## src/rtl/interrupt_controller_pkg.sv

```systemverilog
// ---------------------------------------------------------------------------
// interrupt_controller_pkg
// Shared definitions for the interrupt controller slice.
//   state_e          : controller state encoding (IDLE / REQ / SERVICE)
//   DEFAULT_DBITS    : default width of the device number output
//   DEFAULT_IDN_BASE : default device number reported for source 0
//   idx_width()      : width of a binary source index for n sources
// Optional feature macro used by the importing modules: INTC_ROUND_ROBIN_EN
// ---------------------------------------------------------------------------
package interrupt_controller_pkg;

    typedef enum logic [1:0] {
        IDLE    = 2'b00,
        REQ     = 2'b01,
        SERVICE = 2'b10
    } state_e;

    localparam int DEFAULT_DBITS    = 32;
    localparam int DEFAULT_IDN_BASE = 0;

    // A single source still needs a one-bit index so that vectors never
    // collapse to zero width.
    function automatic int idx_width(input int n);
        return (n > 1) ? $clog2(n) : 1;
    endfunction

endpackage

```

## src/rtl/intc_priority_sel.sv

```systemverilog
// ---------------------------------------------------------------------------
// intc_priority_sel
// Combinational priority selector. Scans the pending vector starting at
// 'start' and wrapping around, and reports the first set bit it finds.
// Ports:
//   pending [NUM_SRC-1:0] in  : requests eligible for selection
//   start   [IDX_W-1:0]   in  : index that has the highest priority
//   grant   [NUM_SRC-1:0] out : one-hot of the selected request
//   index   [IDX_W-1:0]   out : binary index of the selected request
//   valid                 out : at least one request is pending
// ---------------------------------------------------------------------------
module intc_priority_sel
    import interrupt_controller_pkg::*;
#(
    parameter int NUM_SRC = 4,
    parameter int IDX_W   = idx_width(NUM_SRC)
) (
    input  logic [NUM_SRC-1:0] pending,
    input  logic [IDX_W-1:0]   start,
    output logic [NUM_SRC-1:0] grant,
    output logic [IDX_W-1:0]   index,
    output logic               valid
);

    logic [IDX_W-1:0] cand;

    // Walk the sources in priority order from 'start'; the first pending
    // one seen wins and later candidates are ignored once valid is set.
    always_comb begin
        grant = '0;
        index = '0;
        valid = 1'b0;
        cand  = '0;
        for (int k = 0; k < NUM_SRC; k++) begin
            cand = IDX_W'((int'(start) + k) % NUM_SRC);
            if (!valid && pending[cand]) begin
                valid       = 1'b1;
                index       = cand;
                grant[cand] = 1'b1;
            end
        end
    end

endmodule

```

## src/rtl/interrupt_controller.sv

```systemverilog
// ---------------------------------------------------------------------------
// interrupt_controller
// Latches rising edges of device interrupt requests as pending, selects one
// by priority, presents it to the system register file as inta/idn and then
// blocks further interrupts until the handler's reti retires.
// Ports:
//   clk, reset             in  : clock, synchronous active-high reset
//   irqIn     [NUM_SRC-1:0] in  : level requests, rising edge sets pending
//   ieBit                  in  : interrupt enable (PCS[0])
//   intaReady              in  : pipeline can redirect this cycle
//   isReti                 in  : reti retiring this cycle
//   inta                   out : interrupt request to system register file
//   idn       [DBITS-1:0]  out : device number, valid while inta=1
//   irqAck    [NUM_SRC-1:0] out : one-cycle one-hot acceptance pulse
//   inService              out : handler running
//   pendingOut[NUM_SRC-1:0] out : pending vector
// Optional feature: define INTC_ROUND_ROBIN_EN for rotating priority that
// starts one past the most recently accepted source. Without it the lowest
// index always wins.
// ---------------------------------------------------------------------------
module interrupt_controller
    import interrupt_controller_pkg::*;
#(
    parameter int DBITS    = DEFAULT_DBITS,
    parameter int NUM_SRC  = 4,
    parameter int IDN_BASE = DEFAULT_IDN_BASE
) (
    input  logic               clk,
    input  logic               reset,
    input  logic [NUM_SRC-1:0] irqIn,
    input  logic               ieBit,
    input  logic               intaReady,
    input  logic               isReti,
    output logic               inta,
    output logic [DBITS-1:0]   idn,
    output logic [NUM_SRC-1:0] irqAck,
    output logic               inService,
    output logic [NUM_SRC-1:0] pendingOut
);

    localparam int IDX_W = idx_width(NUM_SRC);

    state_e             state_q, state_d;
    logic [NUM_SRC-1:0] pending_q, pending_d;
    logic [NUM_SRC-1:0] irq_prev_q, irq_prev_d;
    logic [NUM_SRC-1:0] sel_q, sel_d;
    logic [DBITS-1:0]   idn_q, idn_d;
    logic               inta_q, inta_d;
    logic               in_service_q, in_service_d;

    logic               accept;
    logic [NUM_SRC-1:0] sel_grant;
    logic [IDX_W-1:0]   sel_index;
    logic               sel_valid;
    logic [IDX_W-1:0]   start_idx;

    intc_priority_sel #(
        .NUM_SRC (NUM_SRC),
        .IDX_W   (IDX_W)
    ) u_sel (
        .pending (pending_q),
        .start   (start_idx),
        .grant   (sel_grant),
        .index   (sel_index),
        .valid   (sel_valid)
    );

`ifdef INTC_ROUND_ROBIN_EN
    logic [IDX_W-1:0] last_grant_q, last_grant_d;
    logic [IDX_W-1:0] sel_idx_q, sel_idx_d;

    // Rotating priority: the search begins just after the last accepted
    // source. The binary index of the latched selection is kept so the
    // pointer can be updated at acceptance time.
    always_comb begin
        last_grant_d = last_grant_q;
        sel_idx_d    = sel_idx_q;
        if (accept) begin
            last_grant_d = sel_idx_q;
        end
        if (state_q == IDLE && sel_valid) begin
            sel_idx_d = sel_index;
        end
        if (int'(last_grant_q) == NUM_SRC - 1) begin
            start_idx = '0;
        end else begin
            start_idx = last_grant_q + IDX_W'(1);
        end
    end

    always_ff @(posedge clk) begin
        if (reset) begin
            last_grant_q <= '0;
            sel_idx_q    <= '0;
        end else begin
            last_grant_q <= last_grant_d;
            sel_idx_q    <= sel_idx_d;
        end
    end
`else
    assign start_idx = '0;
`endif

    // Acceptance happens in the same cycle the pipeline and enable agree.
    // Reset suppresses it so a request interrupted by reset is never acked.
    // Pending bits clear on acceptance, but a fresh rising edge in the same
    // cycle is a new request and keeps the bit set.
    always_comb begin
        accept       = inta_q & ieBit & intaReady & ~reset;
        irqAck       = accept ? sel_q : '0;
        irq_prev_d   = irqIn;
        pending_d    = (pending_q & ~irqAck) | (irqIn & ~irq_prev_q);
        state_d      = state_q;
        sel_d        = sel_q;
        idn_d        = idn_q;
        case (state_q)
            IDLE: begin
                if (sel_valid) begin
                    state_d = REQ;
                    sel_d   = sel_grant;
                    idn_d   = DBITS'(IDN_BASE) + DBITS'(sel_index);
                end
            end
            REQ: begin
                if (accept) begin
                    state_d = SERVICE;
                end else if ((pending_q & sel_q) == '0) begin
                    state_d = IDLE;
                end
            end
            SERVICE: begin
                if (isReti) begin
                    state_d = IDLE;
                end
            end
            default: begin
                state_d = IDLE;
            end
        endcase
        inta_d       = (state_d == REQ);
        in_service_d = (state_d == SERVICE);
    end

    // All controller state, including the registered outputs, is cleared
    // by the synchronous reset.
    always_ff @(posedge clk) begin
        if (reset) begin
            state_q      <= IDLE;
            pending_q    <= '0;
            irq_prev_q   <= '0;
            sel_q        <= '0;
            idn_q        <= '0;
            inta_q       <= 1'b0;
            in_service_q <= 1'b0;
        end else begin
            state_q      <= state_d;
            pending_q    <= pending_d;
            irq_prev_q   <= irq_prev_d;
            sel_q        <= sel_d;
            idn_q        <= idn_d;
            inta_q       <= inta_d;
            in_service_q <= in_service_d;
        end
    end

    assign inta       = inta_q;
    assign idn        = idn_q;
    assign inService  = in_service_q;
    assign pendingOut = pending_q;

endmodule

```

## config.mk

```make
export PLATFORM = sky130hd
export DESIGN_NAME = interrupt_controller
export DESIGN_NICKNAME = d
export VERILOG_FILES = /design/src/rtl/interrupt_controller_pkg.sv /design/src/rtl/intc_priority_sel.sv /design/src/rtl/interrupt_controller.sv
export SDC_FILE = /design/constraint.sdc
export NUM_CORES = 1
export LEC_CHECK = 0
export CELL_PAD_IN_SITES_DETAIL_PLACEMENT = 1
export CELL_PAD_IN_SITES_GLOBAL_PLACEMENT = 2
export CORE_MARGIN = 1.5
export CORE_UTILIZATION = 28
export DETAILED_ROUTE_END_ITERATION = 7
export PLACE_DENSITY_LB_ADDON = 0.1
export SLEW_MARGIN = 0
export SYNTH_ARGS = -nofsm -noshare
export SYNTH_HDL_FRONTEND = slang
export SYNTH_HIERARCHICAL = 1
export SYNTH_SLANG_ARGS = --single-unit
```

## constraint.sdc

```tcl
create_clock -name clk -period 3.5 [get_ports clk]
set_input_delay 0.7 -clock clk [delete_from_list [all_inputs] [get_ports clk]]
set_output_delay 0.7 -clock clk [all_outputs]
set_load 0.02 [all_outputs]
```

==> run_results.csv <==
group,metric,value,unit
run_status,status,"finished, final reports clean",
logic_synthesis,synth_top_cell_by_area,"dfxtp_1",
power_and_ir_drop,p_seq_share,38.8,%
place,dpl_cell_area,0.00155,mm^2
floorplan,boundaryPins,51,
finish,fin_area,0.00161,mm^2
floorplan,rows,25,
sta,max_freq,335,MHz
sta,setup_tns,0,ns
critical_path,start_kind,"primary input",
logic_synthesis,synth_edf_count,0,
floorplan,die_area,0.00533,mm^2
sta,finalHoldWorstSlack,0.463,ns
finish,syn2layout_area_growth,17.0,%
power_and_ir_drop,ir_drop,0.214,mV
sta,slew_violations,0,
logic_synthesis,synthTopCellsByArea,"dfxtp_1 (26%), buf_4 (17%), mux2i_1 (5.8%), a22oi_1 (5.5%), ha_1 (4.6%)",
power_and_ir_drop,p_int,420,uW
global_routing,grt.overflow.total,0,
cts,htreeDepth,1,
floorplan,initial_core_util,29.1,%
finish,nets,188,
drt,first_pass_iters,4,
critical_path,r2r_start,"pendingOut[0]$_SDFF_PP0_",
logic_synthesis,synth-async-reset-ratio,0,%
floorplan,core_area,0.00472,mm^2
place,dp_cells,236,
power_and_ir_drop,p_leak,0.678,nW
global_routing,antenna_found_initial,0,
place,dpl_worst_slack,0.511,ns
finish,final_core_util,34.0,%
drt,wl,2800,um
run,cap_violations,0,
floorplan,die_w,73.0,um
finish,antenna_cells,0,
critical_path,cp.required,2.80,ns
logic_synthesis,synth_ff_type,"dfxtp_1",
drt,num_vias,989,
power_and_ir_drop,clock_power_share,27.0,%
sta,rsz0062_at_grt,"no",
critical_path,critPathKind,"primary input to primary output",
floorplan,die_h,73.0,um
cts,root_buffer,"clkbuf_8",
global_routing,grt_max_degree,19,
sta,fin_skew,0.00311,ns
logic_synthesis,yosys.area.top_type_share,26.3,%
cts,clock-sinks,18,
drt,drcViolationCount,0,
power_and_ir_drop,power,633,uW
drt,routedWlPerCell,11.7,um
global_routing,grt.total_usage,11.4,%
cts,cts_tree,"built",
logic_synthesis,synth_area_per_cell,9.67,um^2
power_and_ir_drop,power.switching,214,uW
sta,min_period_over_period,85.3,%
power_and_ir_drop,pwr-share-comb,34.2,%
cts,cts_inserted_buffers,3,
finish,finalNonFillerCells,240,
critical_path,rr_endpoint,"idn[1]$_SDFFE_PP0P_",
logic_synthesis,syn-cell-area,0.00137,mm^2
global_routing,grt_pass1_wl,4660,um
place,gp_congestion,0.718,
cts,clk-insertion-delay-late,0.26,ns
critical_path,end_kind,"primary output",
min_path,holdPathEnd,"pendingOut[1]$_SDFF_PP0_",
logic_synthesis,synth.distinct_cells,33,
logic_synthesis,synthCells,142,
power_and_ir_drop,power_density,394,mW/mm^2
finish,drive_gt1_share,11.0,%
sta,period_minus_slack,2.99,ns
drt,ant_nets,0,
logic_synthesis,yosys_warnings,6,
sta,hold_viol,0,
min_path,min_path_cells,2,
cts,clk_path_buf_depth,2,
logic_synthesis,ys_ff_latch,18,
drt,viasPerCell,4.12,
logic_synthesis,synth-seq-area-share,26.3,%
sta,setup_viol,0,
sta,setup_ws,0.513,ns
cts,holdBufCountCts,0,
place,portBuffers,20,
power_and_ir_drop,sw_frac_of_total,33.7,%
cts,cts-resized-gates,0,
cts,clk_pin_slew,0.07,ns
critical_path,reg2reg_depth,6,
cts,postCtsSetupRepairBufs,0,
min_path,min_path_type,"flip-flop to flip-flop",
min_path,holdCritStartpoint,"irq_prev_q[1]$_SDFF_PP0_",
drt,drtIter0Drc,66,
critical_path,crit_fanout,6,
critical_path,r2r_setup_slack,1.41,ns
global_routing,grt_pass1_vias,963,
critical_path,worstPathArrival,2.29,ns
place,hpwl,2280,um
-- registers in the layout, indices dropped and copies added, names as in the netlist --
signal	count
irq_prev_q	4
state_q	2
idn	2
sel_q	4
inta	1
pendingOut	4
inService	1
-- layout by cell type, fill, tap and decap left out, drive strengths merged, types with 2 or more instances in the layout --
| cell type | count |
|---|---|
| conb | 42 |
| clkdlybuf4s50 | 20 |
| dfxtp | 18 |
| nor2 | 11 |
| a22oi | 10 |
| inv | 9 |
| mux2i | 8 |
| nand2b | 6 |
| o21ai | 5 |
| ha | 5 |
| and2 | 4 |
| nor2b | 4 |
| clkbuf | 4 |
| o2bb2ai | 4 |
| mux4 | 4 |
| nor3b | 2 |
| o21ba | 2 |
| buf | 2 |
| and2b | 2 |
-- cells in the mapped netlist, types with 2 or more instances --
library cell,instances
buf_6,3
nand2b_1,6
buf_4,31
o21ai_0,5
mux2i_1,8
nor2_1,11
mux4_1,2
inv_1,9
a22oi_1,10
nor3b_1,2
ha_1,5
o2bb2ai_1,2
dfxtp_1,18
clkbuf_1,2
o21ba_1,2
nor2b_1,4
and2_2,4
mux4_2,2
o2bb2ai_2,2
-- worst max-delay path by stage --
stage | from | endpoint | slack, ns | cells after the start
finish | reset | irqAck[2] | 0.51 | 4
global route | reset | irqAck[2] | 0.46 | 4
CTS | reset | irqAck[2] | 0.51 | 4
detailed placement | reset | irqAck[2] | 0.51 | 4
global placement | reset | irqAck[2] | 0.52 | 4
floorplan | reset | irqAck[0] | 1.42 | 3
-- kinds of logic (layout without fill, tap and decap cells) --
kind of cell / Yosys count / count (layout) / synth area share [%]
flip-flops: 18 / 18 / 26.3
AO/OA/AOI/OAI: 27 / 27 / 17.1
AND/OR/NAND/NOR: 33 / 33 / 15.6
adder cells (fa/ha/maj): 5 / 5 / 4.56
buffers and inverters: 45 / 35 / 22.4
multiplexers: 13 / 13 / 13.8
other: 1 / 42 / 0.273
-- layout make-up --
cell class | count | area [um^2]
clock buffer | 4 | 55.1
fill | 574 | 3120
tap | 67 | 83.8
multi-input combinational | 120 | 858
inverter | 9 | 33.8
sequential | 18 | 360
timing repair buffer | 22 | 215
-- worst max-delay path: stages --
cell             delay [ns]
clkdlybuf4s50_1        0.42
and4b_4                0.38
and2_2                 0.18
clkdlybuf4s50_1        0.61
-- power groups by stage --
stage | combinational, mW | clock (mW) | sequential [mW]
after floorplan | 0.182 | 0 | 0.258
after global placement | 0.214 | 0 | 0.251
after detailed placement | 0.215 | 0 | 0.251
after CTS | 0.215 | 0.178 | 0.247
after global routing | 0.238 | 0.188 | 0.251
final | 0.217 | 0.171 | 0.246
-- routing by layer --
| layer | share of wire (%) | vias up | track usage [%] |
|---|---|---|---|
| li1 | - | 485 | - |
| met1 | 44 | 469 | 13.8 |
| met2 | 51 | 31 | 20.3 |
| met3 | 4.0 | 4 | 1.52 |
| met4 | 1.4 | 0 | 4.40 |
| met5 | 0 | - | 0 |
(Power assumes the default switching activity.)
